===== config.mk =====
export PLATFORM = sky130hd
export DESIGN_NAME = pwm_multi_flat
export DESIGN_NICKNAME = d
export VERILOG_FILES = /design/src/rtl/pwm_multi_if.sv /design/src/rtl/pwm_multi.sv /design/src/flat_wrapper.sv
export SDC_FILE = /design/constraint.sdc
export NUM_CORES = 1
export LEC_CHECK = 0
export CAP_MARGIN = 15
export CELL_PAD_IN_SITES_DETAIL_PLACEMENT = 1
export CELL_PAD_IN_SITES_GLOBAL_PLACEMENT = 2
export CORE_ASPECT_RATIO = 1.75
export CORE_UTILIZATION = 35
export CTS_BUF_LIST = sky130_fd_sc_hd__clkbuf_8
export CTS_CLUSTER_DIAMETER = 120
export DETAILED_ROUTE_END_ITERATION = 7
export MAX_ROUTING_LAYER = met4
export PLACE_DENSITY = 0.69
export SLEW_MARGIN = 5
export SYNTH_ARGS = -nofsm -noshare
export SYNTH_HDL_FRONTEND = slang
export SYNTH_SLANG_ARGS = --single-unit

===== constraint.sdc =====
create_clock -name clk_main -period 2.3 [get_ports clk_main]
set_clock_uncertainty 0.15 [all_clocks]
set_input_delay 0.345 -clock clk_main [delete_from_list [all_inputs] [get_ports clk_main]]
set_output_delay 0.345 -clock clk_main [all_outputs]
set_load 0.1 [all_outputs]

===== src/rtl/pwm_multi_if.sv =====
// Duty-write and PWM output bundle for pwm_multi.
// master: the block that writes duties and observes the outputs.
// slave:  the PWM generator itself.
interface pwm_multi_if #(
    parameter int CH  = 4,
    parameter int CW  = 10,
    parameter int CHW = 2
);
    logic           en;
    logic           duty_we;
    logic [CHW-1:0] duty_ch;
    logic [CW-1:0]  duty_val;
    logic [CH-1:0]  pwm_out;
    logic           period_start;

    modport master (
        output en, duty_we, duty_ch, duty_val,
        input  pwm_out, period_start
    );

    modport slave (
        input  en, duty_we, duty_ch, duty_val,
        output pwm_out, period_start
    );
endinterface


===== src/rtl/pwm_multi.sv =====
// Multi-channel PWM generator with one shared period counter and
// double-buffered per-channel duty registers (shadow -> act at period end).
// Optional macro PWM_CENTER_EN turns the counter into an up/down triangle
// for centre-aligned pulses; without it the output is edge-aligned.
//
// Direction register (PWM_CENTER_EN only):
//   state  | meaning
//   DIR_UP | counter ramping 0 -> PERIOD-1
//   DIR_DN | counter ramping PERIOD-1 -> 0, reload at the valley
module pwm_multi #(
    parameter int CH     = 4,
    parameter int PERIOD = 512,
    parameter int CW     = 10,
    parameter int CHW    = 2
) (
    input  logic      clk_main,
    input  logic      rst_n,
    pwm_multi_if.slave bus
);
    localparam logic [CW-1:0] PER_V  = CW'(PERIOD);
    localparam logic [CW-1:0] LAST_V = CW'(PERIOD - 1);
    localparam logic [CHW:0]  CH_V   = (CHW + 1)'(CH);

    logic [CW-1:0] cnt;
    logic [CW-1:0] cnt_nxt;
    logic [CW-1:0] shadow     [CH];
    logic [CW-1:0] shadow_nxt [CH];
    logic [CW-1:0] act        [CH];
    logic [CH-1:0] cmp;
    logic [CH-1:0] pwm_q;
    logic          ps_q;
    logic          wr_ok;
    logic [CW-1:0] wr_val;
    logic          reload;
    logic          at_start;

    // Clamp the incoming duty and build the post-write shadow view; this
    // same view feeds the reload so a write on the wrap edge is forwarded.
    always_comb begin
        wr_ok  = bus.duty_we && ({1'b0, bus.duty_ch} < CH_V);
        wr_val = (bus.duty_val > PER_V) ? PER_V : bus.duty_val;
        for (int i = 0; i < CH; i++) begin
            shadow_nxt[i] = (wr_ok && (bus.duty_ch == CHW'(i))) ? wr_val : shadow[i];
        end
    end

    // Per-channel compare against the duty latched for this period.
    always_comb begin
        cmp = '0;
        for (int i = 0; i < CH; i++) begin
            cmp[i] = (cnt < act[i]);
        end
    end

`ifdef PWM_CENTER_EN
    typedef enum logic {DIR_UP, DIR_DN} dir_t;
    dir_t dir, dir_nxt;

    // Triangle counter: both ends are held for two cycles (turnaround),
    // reload happens at the valley on the way down.
    always_comb begin
        cnt_nxt  = cnt;
        dir_nxt  = dir;
        reload   = 1'b0;
        at_start = (cnt == '0) && (dir == DIR_UP);
        case (dir)
            DIR_UP: begin
                if (cnt == LAST_V) dir_nxt = DIR_DN;
                else               cnt_nxt = cnt + 1'b1;
            end
            DIR_DN: begin
                if (cnt == '0) begin
                    dir_nxt = DIR_UP;
                    reload  = 1'b1;
                end else begin
                    cnt_nxt = cnt - 1'b1;
                end
            end
            default: dir_nxt = DIR_UP;
        endcase
    end

    // Direction register; disable parks it on the up ramp.
    always_ff @(posedge clk_main) begin
        if (!rst_n || !bus.en) dir <= DIR_UP;
        else                   dir <= dir_nxt;
    end
`else
    // Edge-aligned sawtooth: wrap and reload on the last count.
    always_comb begin
        reload   = (cnt == LAST_V);
        cnt_nxt  = reload ? '0 : cnt + 1'b1;
        at_start = (cnt == '0);
    end
`endif

    // Counter, duty registers and registered outputs.
    always_ff @(posedge clk_main) begin
        if (!rst_n) begin
            cnt   <= '0;
            pwm_q <= '0;
            ps_q  <= 1'b0;
            for (int i = 0; i < CH; i++) begin
                shadow[i] <= '0;
                act[i]    <= '0;
            end
        end else begin
            for (int i = 0; i < CH; i++) begin
                shadow[i] <= shadow_nxt[i];
            end
            if (!bus.en) begin
                cnt   <= '0;
                pwm_q <= '0;
                ps_q  <= 1'b0;
                for (int i = 0; i < CH; i++) begin
                    act[i] <= shadow_nxt[i];
                end
            end else begin
                cnt   <= cnt_nxt;
                pwm_q <= cmp;
                ps_q  <= at_start;
                if (reload) begin
                    for (int i = 0; i < CH; i++) begin
                        act[i] <= shadow_nxt[i];
                    end
                end
            end
        end
    end

    assign bus.pwm_out      = pwm_q;
    assign bus.period_start = ps_q;
endmodule

===== src/flat_wrapper.sv =====
// flat-port wrapper written by rule: the top's interface ports become plain ports
module pwm_multi_flat 
#(
    parameter int CH     = 4,
    parameter int PERIOD = 512,
    parameter int CW     = 10,
    parameter int CHW    = 2
)
  (clk_main, rst_n, bus_en, bus_duty_we, bus_duty_ch, bus_duty_val, bus_pwm_out, bus_period_start);
  pwm_multi_if #(.CH(CH), .CW(CW), .CHW(CHW)) bus_i ();
  input  logic clk_main;
  input  logic rst_n;
  input wire logic [$bits(bus_i.en)-1:0] bus_en;
  input wire logic [$bits(bus_i.duty_we)-1:0] bus_duty_we;
  input wire logic [$bits(bus_i.duty_ch)-1:0] bus_duty_ch;
  input wire logic [$bits(bus_i.duty_val)-1:0] bus_duty_val;
  output wire logic [$bits(bus_i.pwm_out)-1:0] bus_pwm_out;
  output wire logic [$bits(bus_i.period_start)-1:0] bus_period_start;
  assign bus_i.en = bus_en;
  assign bus_i.duty_we = bus_duty_we;
  assign bus_i.duty_ch = bus_duty_ch;
  assign bus_i.duty_val = bus_duty_val;
  assign bus_pwm_out = bus_i.pwm_out;
  assign bus_period_start = bus_i.period_start;
  pwm_multi #(.CH(CH), .PERIOD(PERIOD), .CW(CW), .CHW(CHW)) u_core (.clk_main(clk_main), .rst_n(rst_n), .bus(bus_i));
endmodule

-- Word-level counts from Yosys, hierarchy flattened
Memories as Yosys holds them, arrays and structs flattened.
Index checks and enable logic that the tools add are counted.
- add/subtract/negate cells: 1
- magnitude comparators: 5
- equal/unequal tests: 4
- mux-type cells: 26
- bitwise gates (word level): 14
- reduce and logical (&&, ||, !) cells: 8
- operators by type and width (operator ; count):
    10-bit two-way mux ; 17
    10-bit less-than comparator ; 4
    1-bit OR ; 12
    10-bit by 1-bit adder with 10-bit output (second input constant) ; 1
    10-bit by 9-bit equality test with 1-bit output (second input constant) ; 1
    10-bit > comparator (second input constant) ; 1
    10-bit zero test ; 1
    1-bit two-way mux ; 9
    2-bit equality test (second input constant) ; 2
    1-bit logical AND ; 4
    3-bit OR reduction ; 1
    2-bit by 1-bit equality test with 1-bit output (second input constant) ; 1
    2-bit zero test ; 1
    1-bit NOT ; 2
    2-bit AND reduction ; 1
- flip-flop bits (word level): 15
- RAM bits: 80
- input port bits: 16
- output and inout port bits: 5
- word-level logic and storage cells: 63
- memories: 2
- memory list (memory ; depth ; width ; rd ports ; clocked after Yosys merged registers in ; wr ports ; line ; source):
    u_core.act ; 4 ; 10 ; 4 ; 0 ; 4 ; pwm_multi.sv:28 ; logic [CW-1:0] act [CH];
    u_core.shadow ; 4 ; 10 ; 4 ; 0 ; 4 ; pwm_multi.sv:26 ; logic [CW-1:0] shadow [CH];

-- Depth between registers and ports, before layout
Gate-level depths: netlist of run 1.
- depth after elaboration: 6
- mapped depth: 6
- gate-level depth less buffers: 6

-- Least setup slack after synthesis of run 1
OpenSTA, ideal clock, no wires.
- path kind: register to register
- start: reg u_core.cnt[1]
- end: mem u_core.act[0][0], enable pin
- library setup time: 376 ps
- arrival time: 1437 ps
- data required time: 1774 ps
- slack: 338 ps
- stages on the path, launching flop included: 5
- buffers on the path: 0
- period minus slack after synthesis: 1962 ps
- cells stage by stage: dfxtp_1 -> ha_1 -> nand3_2 -> nor2_1 -> a21o_1
- RTL lines (item ; line ; source):
    start: declaration ; pwm_multi.sv:24 ; logic [CW-1:0] cnt;
    start signal: assignment ; pwm_multi.sv:119 ; cnt <= cnt_nxt;
    end: declaration ; pwm_multi.sv:28 ;

==> results.txt, run 1 <==
Among all flip-flop cells after synthesis, the most frequent one is sky130_fd_sc_hd__dfxtp_1. The power density over the cells is 628 nW/um^2. The static leakage came out at 2.08 nW.

The total routing usage reported by global routing is 19.3%. The setup TNS is 0 ns. The proportion of register bits with asynchronous set or reset after synthesis came out at 0%. The number of nets in the layout came out at 538. By instance count, the leading cell after synthesis is sky130_fd_sc_hd__nor2_1. The total setup violations reported at the end of the flow is 0. The H-tree was split into 3 levels.

The share of synthesized area in the top cell type comes to 26.9%. The clock period could shrink to 2.11 ns. After detailed placement, the total cell area comes to 4950 um^2. The number of instances in the synthesized netlist came out at 448. After clock tree synthesis, the clock-pin slew on the worst setup and hold paths is 0.10 ns. On the critical path, the stage with the largest delay is an instance of sky130_fd_sc_hd__dfxtp_1. The synthesized flop and latch total is 95. The worst setup slack before clock tree synthesis is 0.0730 ns. The worst-case vdd ir drop is 0.272 mV. The count of flip-flops with a built-in enable after synthesis came out at 40.

The vertical die dimension came out at 151 um. In this run, the number of DRC markers left after iteration 0 of detailed routing was 86. The fmax came out at 473 MHz. The min-delay analysis places its worst path in the category reg2reg.

CTS placed an instance of sky130_fd_sc_hd__clkbuf_8 at the clock tree root. The final routed DRC violation total is 0. For this block, the via count after detailed routing is 3229.

The fraction of the cycle the final worst path needs is 91.8%. The row count is 54. TritonCTS built the clock tree.

The count of TritonRoute iterations in the first routing pass came out at 4. The signed area change from the synthesized netlist to the final layout came out at 15.1%. The run finished with clean final reports. Counting along the longest clock path gives a buffer depth of 2. The number of setup buffers added after CTS is 0. The Yosys step of the flow raised 0 warnings.

Setup repair after global routing left no endpoint under its margin. The slack of the critical path is 0.188 ns. The wire length of the first global-routing pass came out at 18.1 mm.

Measured along the x axis, the die boundary spans 87.4 um. The initial antenna violation count came to 0. The hold buffer count at CTS is 0. The launching element type of the critical path is a flip-flop. The number of clock sinks seen by CTS is 95. The pin count of the biggest net entering global routing came out at 43. The number of max-cap violations is 0. Headroom to the max-slew limit came out at 67.1%. The floorplan step defined a die boundary enclosing 13200 um^2. The signal arrival time at the worst endpoint came out at 2.17 ns. The number of I/O pins came out at 21. The data required time of the critical path came out at 2.36 ns. The remaining global-route overflow came out at 0. After detailed routing, the average wire length per cell comes to 17.1 um.

The kind of critical path is reg2reg. The total area inside the core boundary comes to 12400 um^2. By count the netlist is led by sky130_fd_sc_hd__nor2_1 (83), sky130_fd_sc_hd__dfxtp_1 (55), sky130_fd_sc_hd__inv_1 (43), sky130_fd_sc_hd__nor2b_1 (41), sky130_fd_sc_hd__edfxtp_1 (40). The critical path's largest stage delay came out at 0.61 ns. The latest clock arrival within the worst-skew pair is 0.37 ns. The initial utilization of the core area, before any placement, comes to 35.9%. After filler insertion, the fill cell instance count of the layout stands at 1469. Walking the worst path, the cells encountered are nand3_1, o41a_1, nand2b_4, nor2_1. The quantity of I/O buffers inserted on ports came out at 20. The wire length after detailed routing is 11.2 mm. The detail-routed via count per cell is 4.91. The final max-slew violation count is 0. The half-perimeter wire length of the detailed placement result is 8.44 mm. The total CTS buffers is 9. The share of final-layout standard cells stronger than drive strength 1 is 8.79%. The congestion estimate from routability-driven global placement came to 0.756. For the pin with the worst max-slew slack, the measured transition is 0.494 ns. In the post-synthesis netlist, the biggest area contributors are sky130_fd_sc_hd__edfxtp_1 (27%), sky130_fd_sc_hd__dfxtp_1 (25%), sky130_fd_sc_hd__ha_1 (11%), sky130_fd_sc_hd__nor2_1 (7.0%), sky130_fd_sc_hd__nor2b_1 (5.7%). The total nets after synthesis came out at 502.

The average size of a mapped cell came out at 9.97 um^2. Along the worst path, the maximum fanout reaches 32. STA classifies the critical path endpoint as a flip-flop. The proportion of synthesized chip area in sequential cells came out at 51.6%.

After clock tree synthesis, the repair step resized 0 gates. The number of global-route vias before repair is 3452. The repair_antennas step left the layout with diodes totalling 0. Summing all non-filler instances in the final layout gives an area of 5140 um^2. The area of the mapped netlist is 4470 um^2. The largest total area in the synthesized netlist belongs to sky130_fd_sc_hd__edfxtp_1. The number of nets still failing antenna checks after routing is 0. Yosys mapped the design onto 35 distinct sky130hd cell types. The number of hold-slack violations in the final timing report came out at 0.
[through the flow]
step / hold WS [ns] / utilization (%) / power [W] / instances
floorplan: 0.315 / - / 0.00207 / 448
global placement: 0.332 / 39.9 / 0.00219 / 641
detailed placement: 0.343 / 39.9 / 0.00220 / 641
CTS: 0.371 / 41.4 / 0.00329 / 657
global route: 0.396 / 41.4 / 0.00337 / 657
finish: 0.363 / 41.4 / 0.00323 / 657
[state kept, by name, summed over array words and instances, names as in the netlist]
| name | flops |
|---|---|
| u_core.act | 40 |
| u_core.shadow | 40 |
| u_core.cnt | 10 |
| u_core.bus.pwm_out | 4 |
| u_core.bus.period_start | 1 |
[logic make-up after synthesis]
kind of cell	after synthesis	share of synthesized area, %
AOI/OAI and AO/OA	64	8.60
xor gates and xnor gates	6	1.18
adders and majority gates	38	10.6
buffers and inverters	57	5.32
DFF	95	51.6
muxes	8	1.79
and+or+nand+nor	180	20.9
[layer usage]
metal | share of wire [%] | vias to the layer above | global-route usage [%]
met5 | 0 | - | -
met4 | 2.6 | 0 | 8.36
met3 | 2.0 | 19 | 2.45
met2 | 53 | 49 | 34.0
met1 | 42 | 1571 | 21.6
li1 | - | 1590 | -
[final cells by class]
cell class | instances | area (um^2) | area share, %
Clock inverter | 7 | 62.6 | 1.22
Inverter | 43 | 161 | 3.14
Tap cell | 168 | 210 | 4.09
Timing Repair Buffer | 39 | 355 | 6.91
Clock buffer | 9 | 124 | 2.41
Sequential cell | 95 | 2300 | 44.8
Multi-Input combinational cell | 296 | 1930 | 37.5
[cell usage in the layout (no fill, tap or decap), drive strengths merged, types with 2 or more instances in the layout]
cell type,count
nor2,83
dfxtp,55
inv,46
nor2b,41
edfxtp,40
a21oi,38
ha,38
buf,24
clkdlybuf4s50,15
nand2b,13
a211oi,12
clkbuf,9
nand3,9
mux2i,8
and2b,8
nand4,5
nor3,5
o21ai,5
a41oi,4
or4,4
xor2,4
nand2,4
clkinv,4
a21o,3
nand3b,2
xnor2,2
nor4,2
[path summary, 6_finish.rpt]
check | to | cells after the start | startpoint | slack (ns)
worst max register to register | u_core.act[3][0] | 4 | u_core.cnt[7] | 0.19
worst max-delay path | u_core.act[3][0] | 4 | u_core.cnt[7] | 0.19
worst min register to register | u_core.shadow[1][2] | 2 | u_core.shadow[1][2] | 0.36
worst min-delay path | u_core.shadow[1][2] | 2 | u_core.shadow[1][2] | 0.36
[power by group]
part	switching, W	leakage (nW)	internal (W)
logic	0.000203	1.09	0.000122
clock network	0.000659	0.0976	0.000417
registers	0.0000179	0.891	0.00181
total	0.000881	2.08	0.00235
[critical path: cells and delay by family, from the launching register on]
family          cells  cell delay, ns
compound gates      1            0.44
flops               1            0.61
simple gates        3            0.75
Note: power is estimated with default switching activity, not from simulation.
==> run 2: changes to the inputs <==
--- a/config.mk
+++ b/config.mk
@@ -11,7 +11,7 @@
 export CORE_ASPECT_RATIO = 1.75
 export CORE_UTILIZATION = 35
 export CTS_BUF_LIST = sky130_fd_sc_hd__clkbuf_8
-export CTS_CLUSTER_DIAMETER = 120
+export CTS_CLUSTER_DIAMETER = 80
 export DETAILED_ROUTE_END_ITERATION = 7
 export MAX_ROUTING_LAYER = met4
 export PLACE_DENSITY = 0.69
==> results of run 2 <==
Same layout as run 1: the final DEF is identical, and so are final timing and power.
==> run 3: changes to the inputs <==
--- a/config.mk
+++ b/config.mk
@@ -5,7 +5,7 @@
 export SDC_FILE = /design/constraint.sdc
 export NUM_CORES = 1
 export LEC_CHECK = 0
-export CAP_MARGIN = 15
+export CAP_MARGIN = 20
 export CELL_PAD_IN_SITES_DETAIL_PLACEMENT = 1
 export CELL_PAD_IN_SITES_GLOBAL_PLACEMENT = 2
 export CORE_ASPECT_RATIO = 1.75
==> results of run 3 <==
Same layout as run 1: the final DEF is identical, and so are final timing and power.
